**config.mk**
```make
export PLATFORM = sky130hd
export DESIGN_NAME = dht_display
export DESIGN_NICKNAME = d
export VERILOG_FILES = /design/src/rtl/dht_display.sv
export SDC_FILE = /design/constraint.sdc
export NUM_CORES = 1
export LEC_CHECK = 0
export CAP_MARGIN = 40
export CORE_MARGIN = 2
export CORE_UTILIZATION = 35
export CTS_BUF_LIST = sky130_fd_sc_hd__clkbuf_8 sky130_fd_sc_hd__clkbuf_16
export DETAILED_ROUTE_END_ITERATION = 8
export HOLD_SLACK_MARGIN = 0.05
export REMOVE_ABC_BUFFERS = 1
export SYNTH_ARGS = -nofsm -noshare
export SYNTH_HDL_FRONTEND = slang
export SYNTH_SLANG_ARGS = --single-unit
```
**constraint.sdc**
```tcl
create_clock -name clk -period 2.3 [get_ports clk]
set_input_delay 0.69 -clock clk [delete_from_list [all_inputs] [get_ports clk]]
set_output_delay 0.69 -clock clk [all_outputs]
set_load 0.005 [all_outputs]
```
**src/rtl/dht_display.sv**
```systemverilog
// Display back-end for the DHT reader: checksum, byte latch, double-dabble BCD, 4-digit 7-seg scan.
// Define DHT_CHECKSUM_EN to verify the frame checksum; otherwise every frame is accepted and error stays 0.
module dht_display #(
  parameter int REFRESH_DIV = 100_000
) (
  input  logic        clk,
  input  logic        rst,
  input  logic [39:0] frame_i,
  input  logic        frame_valid_i,
  input  logic        sw_h_t_select,
  output logic        error,
  output logic [6:0]  led_7seg_o,
  output logic [3:0]  anode_o
);

  localparam int CNT_W = (REFRESH_DIV > 1) ? $clog2(REFRESH_DIV) : 1;
  localparam logic [CNT_W-1:0] CNT_LAST = CNT_W'(REFRESH_DIV - 1);
  localparam logic [6:0] SEG_DASH  = 7'b0111111;
  localparam logic [6:0] SEG_BLANK = 7'b1111111;
  localparam logic [6:0] SEG_H     = 7'b0001001;
  localparam logic [6:0] SEG_C     = 7'b1000110;

  typedef enum logic [1:0] {IDLE, SHIFT, DONE} state_t;

  state_t      state, state_next;
  logic [7:0]  h_i, h_d, t_i, t_d;
  logic        have_data;
  logic        sel_q;
  logic        frame_good, frame_acc, sel_chg, trigger;
  logic [7:0]  conv_byte;
  logic [19:0] sreg;
  logic [2:0]  bit_cnt;
  logic        conv_sel;
  logic [3:0]  disp_hund, disp_tens, disp_units;
  logic        disp_sel;
  logic [CNT_W-1:0] cnt;
  logic [1:0]  idx;
  logic        unused_bits;

  // One double-dabble iteration: add 3 to any BCD nibble >= 5, then shift left.
  function automatic logic [19:0] dd_step(input logic [19:0] s);
    logic [19:0] t;
    t = s;
    for (int n = 0; n < 3; n++) begin
      if (t[8+4*n +: 4] >= 4'd5) t[8+4*n +: 4] = t[8+4*n +: 4] + 4'd3;
    end
    return {t[18:0], 1'b0};
  endfunction

  function automatic logic [6:0] seg_digit(input logic [3:0] d);
    case (d)
      4'd0:    return 7'b1000000;
      4'd1:    return 7'b1111001;
      4'd2:    return 7'b0100100;
      4'd3:    return 7'b0110000;
      4'd4:    return 7'b0011001;
      4'd5:    return 7'b0010010;
      4'd6:    return 7'b0000010;
      4'd7:    return 7'b1111000;
      4'd8:    return 7'b0000000;
      4'd9:    return 7'b0010000;
      default: return SEG_BLANK;
    endcase
  endfunction

`ifdef DHT_CHECKSUM_EN
  logic [7:0] sum;
  logic       err_q;
  assign sum        = frame_i[39:32] + frame_i[31:24] + frame_i[23:16] + frame_i[15:8];
  assign frame_good = (sum == frame_i[7:0]);
  assign error      = err_q;

  always_ff @(posedge clk) begin
    if (!rst)               err_q <= 1'b0;
    else if (frame_valid_i) err_q <= !frame_good;
  end
`else
  assign frame_good = 1'b1;
  assign error      = 1'b0;
`endif

  assign unused_bits = ^{h_d, t_d, frame_i[7:0]};

  // A select change only matters once there is data to reconvert.
  assign frame_acc = frame_valid_i && frame_good;
  assign sel_chg   = have_data && (sw_h_t_select != sel_q);
  assign trigger   = frame_acc || sel_chg;
  assign conv_byte = sw_h_t_select ? (frame_acc ? frame_i[23:16] : t_i)
                                   : (frame_acc ? frame_i[39:32] : h_i);

  always_ff @(posedge clk) begin
    if (!rst) begin
      h_i       <= 8'd0;
      h_d       <= 8'd0;
      t_i       <= 8'd0;
      t_d       <= 8'd0;
      have_data <= 1'b0;
      sel_q     <= 1'b0;
      state     <= IDLE;
    end else begin
      sel_q <= sw_h_t_select;
      state <= state_next;
      if (frame_acc) begin
        {h_i, h_d, t_i, t_d} <= frame_i[39:8];
        have_data            <= 1'b1;
      end
    end
  end

  always_comb begin
    state_next = state;
    case (state)
      IDLE:    state_next = IDLE;
      SHIFT:   if (bit_cnt == 3'd7) state_next = DONE;
      DONE:    state_next = IDLE;
      default: state_next = IDLE;
    endcase
    if (trigger) state_next = SHIFT;
  end

  // Conversion datapath; a trigger always reloads, aborting any conversion in flight.
  always_ff @(posedge clk) begin
    if (trigger) begin
      sreg     <= {12'd0, conv_byte};
      conv_sel <= sw_h_t_select;
    end else if (state == SHIFT) begin
      sreg <= dd_step(sreg);
    end
  end

  always_ff @(posedge clk) begin
    if (!rst) begin
      bit_cnt    <= 3'd0;
      disp_hund  <= 4'd0;
      disp_tens  <= 4'd0;
      disp_units <= 4'd0;
      disp_sel   <= 1'b0;
    end else begin
      if (trigger)             bit_cnt <= 3'd0;
      else if (state == SHIFT) bit_cnt <= bit_cnt + 3'd1;
      if (state == DONE) begin
        disp_hund  <= sreg[19:16];
        disp_tens  <= sreg[15:12];
        disp_units <= sreg[11:8];
        disp_sel   <= conv_sel;
      end
    end
  end

  always_ff @(posedge clk) begin
    if (!rst) begin
      cnt <= '0;
      idx <= 2'd0;
    end else if (cnt == CNT_LAST) begin
      cnt <= '0;
      idx <= idx + 2'd1;
    end else begin
      cnt <= cnt + CNT_W'(1);
    end
  end

  always_comb begin
    anode_o    = ~(4'b0001 << idx);
    led_7seg_o = SEG_DASH;
    if (have_data) begin
      case (idx)
        2'd3:    led_7seg_o = (disp_hund == 4'd0) ? SEG_BLANK : seg_digit(disp_hund);
        2'd2:    led_7seg_o = seg_digit(disp_tens);
        2'd1:    led_7seg_o = seg_digit(disp_units);
        default: led_7seg_o = disp_sel ? SEG_C : SEG_H;
      endcase
    end
  end

endmodule

```
==> flow_summary_export.csv <==
group,metric,value,unit
outcome,status,"finished with violations",
outcome,violations,"setup timing",
routing,routed_via_density,4.86,
setup_path,r2r_end,"cnt[16]$_SDFF_PP0_",
routing,dr.pass1.iters,4,
global_route,antenna_found_initial,0,
global_route,grt_pass1_wl,16800,um
global_route,grt_busiest_layer,"met2",
pwr,peakVddDrop,0.518,mV
clock_network,cts_htree_levels,3,
routing,drcViolationCount,0,
yosys,yosysSeqAreaShare,42.7,%
cells_and_area,final_common_cell,"dfxtp_1",
yosys,ys_types,45,
yosys,syn_inst,502,
routing,ant_nets,0,
yosys,yosys.area.top_type_share,37.1,%
yosys,async_flop_share,0,%
cells_and_area,utilization,45.4,%
global_route,use_met1,17.7,%
timing,hold_viol,0,
cells_and_area,fin_cells,754,
place,dp_cells,733,
floorplanning,core.rowCount,42,
cells_and_area,drive_above_1_share,22.5,%
yosys,synth_area,4750,sq um
setup_path,crit_path_start,"disp_hund[3]$_SDFFE_PN0P_",
setup_path,slowest_stage,"dfxtp_2",
yosys,yosysWarnings,0,
yosys,synthFlopType,"dfxtp_1",
global_route,use_met3,3.54,%
cells_and_area,area_delta_synth_final,26.4,%
clock_network,cts_buffers,9,
cells_and_area,design_area,6010,sq um
cells_and_area,final_cell_mix,"82 x dfxtp_1, 52 x buf_4, 46 x nand2_1",
global_route,grtUsageMet2,24.2,%
setup_path,cp-end-kind,"output port",
timing,post-route-period-util,102,%
yosys,synth_area_leaders,"dfxtp_1 37%, ha_1 7.6%, mux2i_1 7.6%",
clock_network,cts_tree,"built",
pwr,p_total,0.00348,W
yosys,synth-edff-count,9,
pwr,intPower,0.00264,W
yosys,synth-seq-cells,97,
min_path,min_path_type,"reg2reg",
place,dp_hpwl,7130,um
setup_path,reg2reg_depth,5,
global_route,grt_pass1_vias,3693,
place,portBuffers,30,
clock_network,cts_sinks,97,
clock_network,hold_buffers,0,
timing,fmax,425,MHz
clock_network,insertion_delay,0.34,ns
routing,drt_iter0_markers,145,
pwr,switching_share,24.0,%
pwr,leakagePower,2.47,nW
place,dp_slack,-0.262,ns
place,placed_cell_area,5580,sq um
place,gp_congestion,0.808,
global_route,overflow,0,
yosys,synth_area_leader_cell,"dfxtp_1",
setup_path,required,1.61,ns
global_route,grt_max_degree,20,
floorplanning,coreArea,13200,sq um
setup_path,cp_slowest_stage_delay,0.33,ns
pwr,p_seq_share,51.6,%
timing,rsz0062_at_grt,"true",
clock_network,cts.clk_slew.worst_paths,0.07,ns
pwr,power_frac_clock,40.6,%
cells_and_area,diodes,0,
pwr,power_density,579,nW/um^2
setup_path,worstPathCellList,"nor4_2 -> buf_4 -> buf_6 -> o21a_1 -> a221oi_2 -> o21ai_1 -> buf_2",
job,max_cap_violations,0,
routing,vias,3662,
setup_path,r2r-start,"cnt[0]$_SDFF_PP0_",
pwr,p_sw,0.000835,W
routing,routed_wl,9740,um
cells_and_area,nets,646,
timing,finClkSkew,0.00673,ns
floorplanning,design.die.area,14500,sq um
setup_path,crit_end,"led_7seg_o[5]",
timing,min_period,2.35,ns
timing,finalMaxSlewViolations,0,
timing,fin_ws,-0.0550,ns
setup_path,critPathKind,"reg2out",
yosys,syn_area_per_cell,9.47,sq um
setup_path,critPathMaxFanout,4,
clock_network,clk_path_buf_depth,2,
timing,finalSetupViolCount,6,
floorplanning,fp.dieW,121,um
setup_path,arrival,1.66,ns
setup_path,rrSetupSlack,0.36,ns
routing,wire_per_inst,12.9,um
floorplanning,die_h,121,um
floorplanning,initial_utilization,35.9,%
clock_network,clockRootBuffer,"clkbuf_16",
floorplanning,io_pins,56,
pwr,p_comb_share,7.8,%
global_route,grtUsageTotal,14.2,%
setup_path,critPathLaunchType,"flip-flop",
-- logic make-up after synthesis --
group	share of synthesized area (%)
AND/OR/NAND/NOR	18.6
buffers and inverters	5.39
AO/OA/AOI/OAI	10.6
multiplexers	12.1
XOR/XNOR	2.95
other	0.0789
flip-flops	42.7
adder cells (fa/ha/maj)	7.63
-- routing by layer --
metal,routed length [um],up-vias
li1,-,1884
met1,4710,1727
met2,4640,42
met3,278,9
met4,109,0
met5,0,-
-- synthesized netlist by cell type, types with 2 or more instances --
master	number
o22ai_1	3
edfxtp_1	9
ha_1	29
a31oi_1	9
a22oi_1	2
nand2b_1	12
and4_2	2
o21a_1	4
a21oi_1	34
dfxtp_1	88
nor4bb_1	2
and2_1	2
nor2_1	44
or3_1	8
xor2_1	9
nor4_1	6
mux2i_1	36
nand4_1	7
a221oi_1	5
nand2_1	46
o21ai_0	14
clkbuf_1	18
mux2_2	3
or4_1	2
a211oi_1	4
and3_1	2
or2_2	2
mux4_2	8
nor3b_1	2
nand3_1	15
buf_2	10
inv_1	34
nor4_4	3
xnor2_1	7
and4b_1	6
a31o_2	6
-- what timing repair did --
| action | CTS | global route |
|---|---|---|
| setup buffers | 5 | 0 |
| resized for setup | 60 | 15 |
| pin swaps | 11 | 9 |
| setup endpoints to repair | 10 | 11 |
-- critical path, delay by kind of cell (launching register included) --
kind	cells	cell delay (ns)
AOI/OAI and AO/OA	3	0.29
DFF	1	0.33
buffers and inverters	3	0.41
and+or+nand+nor	1	0.28
-- worst min path at each step --
stage                              end  slack (ns)  depth (start not counted)                     from
2_1_floorplan        cnt[0]$_SDFF_PP0_        0.44                          1        cnt[0]$_SDFF_PP0_
3_3_place_gp   bit_cnt[1]$_SDFFE_PP0N_        0.45                          2  bit_cnt[1]$_SDFFE_PP0N_
3_5_place_dp   bit_cnt[2]$_SDFFE_PP0N_        0.47                          2  bit_cnt[2]$_SDFFE_PP0N_
4_1_cts        bit_cnt[2]$_SDFFE_PP0N_        0.48                          2  bit_cnt[2]$_SDFFE_PP0N_
5_1_grt        bit_cnt[2]$_SDFFE_PP0N_        0.49                          2  bit_cnt[2]$_SDFFE_PP0N_
6_report       bit_cnt[2]$_SDFFE_PP0N_        0.47                          2  bit_cnt[2]$_SDFFE_PP0N_
-- power by group through the flow --
stage	combinational [W]	sequential [W]	clock [W]
6_report	0.000272	0.00179	0.00141
4_1_cts	0.000276	0.00179	0.00147
3_5_place_dp	0.000279	0.00183	0
2_1_floorplan	0.000140	0.00183	0
3_3_place_gp	0.000270	0.00183	0
5_1_grt	0.000306	0.00180	0.00152
-- metrics by stage --
step	setup TNS, ns	hold WS [ns]
3_3_place_gp	-2.86	0.448
6_report	-0.273	0.475
4_1_cts	-0.321	0.477
3_5_place_dp	-3.70	0.467
2_1_floorplan	0	0.437
5_1_grt	-0.805	0.486
-- final cells by class --
class                   count  area, sq um
fillers                  1282         7230
multi-input cells         341         2570
flip-flops and latches     97         2040
repair buffers             89          764
clock buffers               9          225
well taps                 176          220
inverters                  35          134
clock inverters             7         55.1
Power figures use the tool's default switching activity.
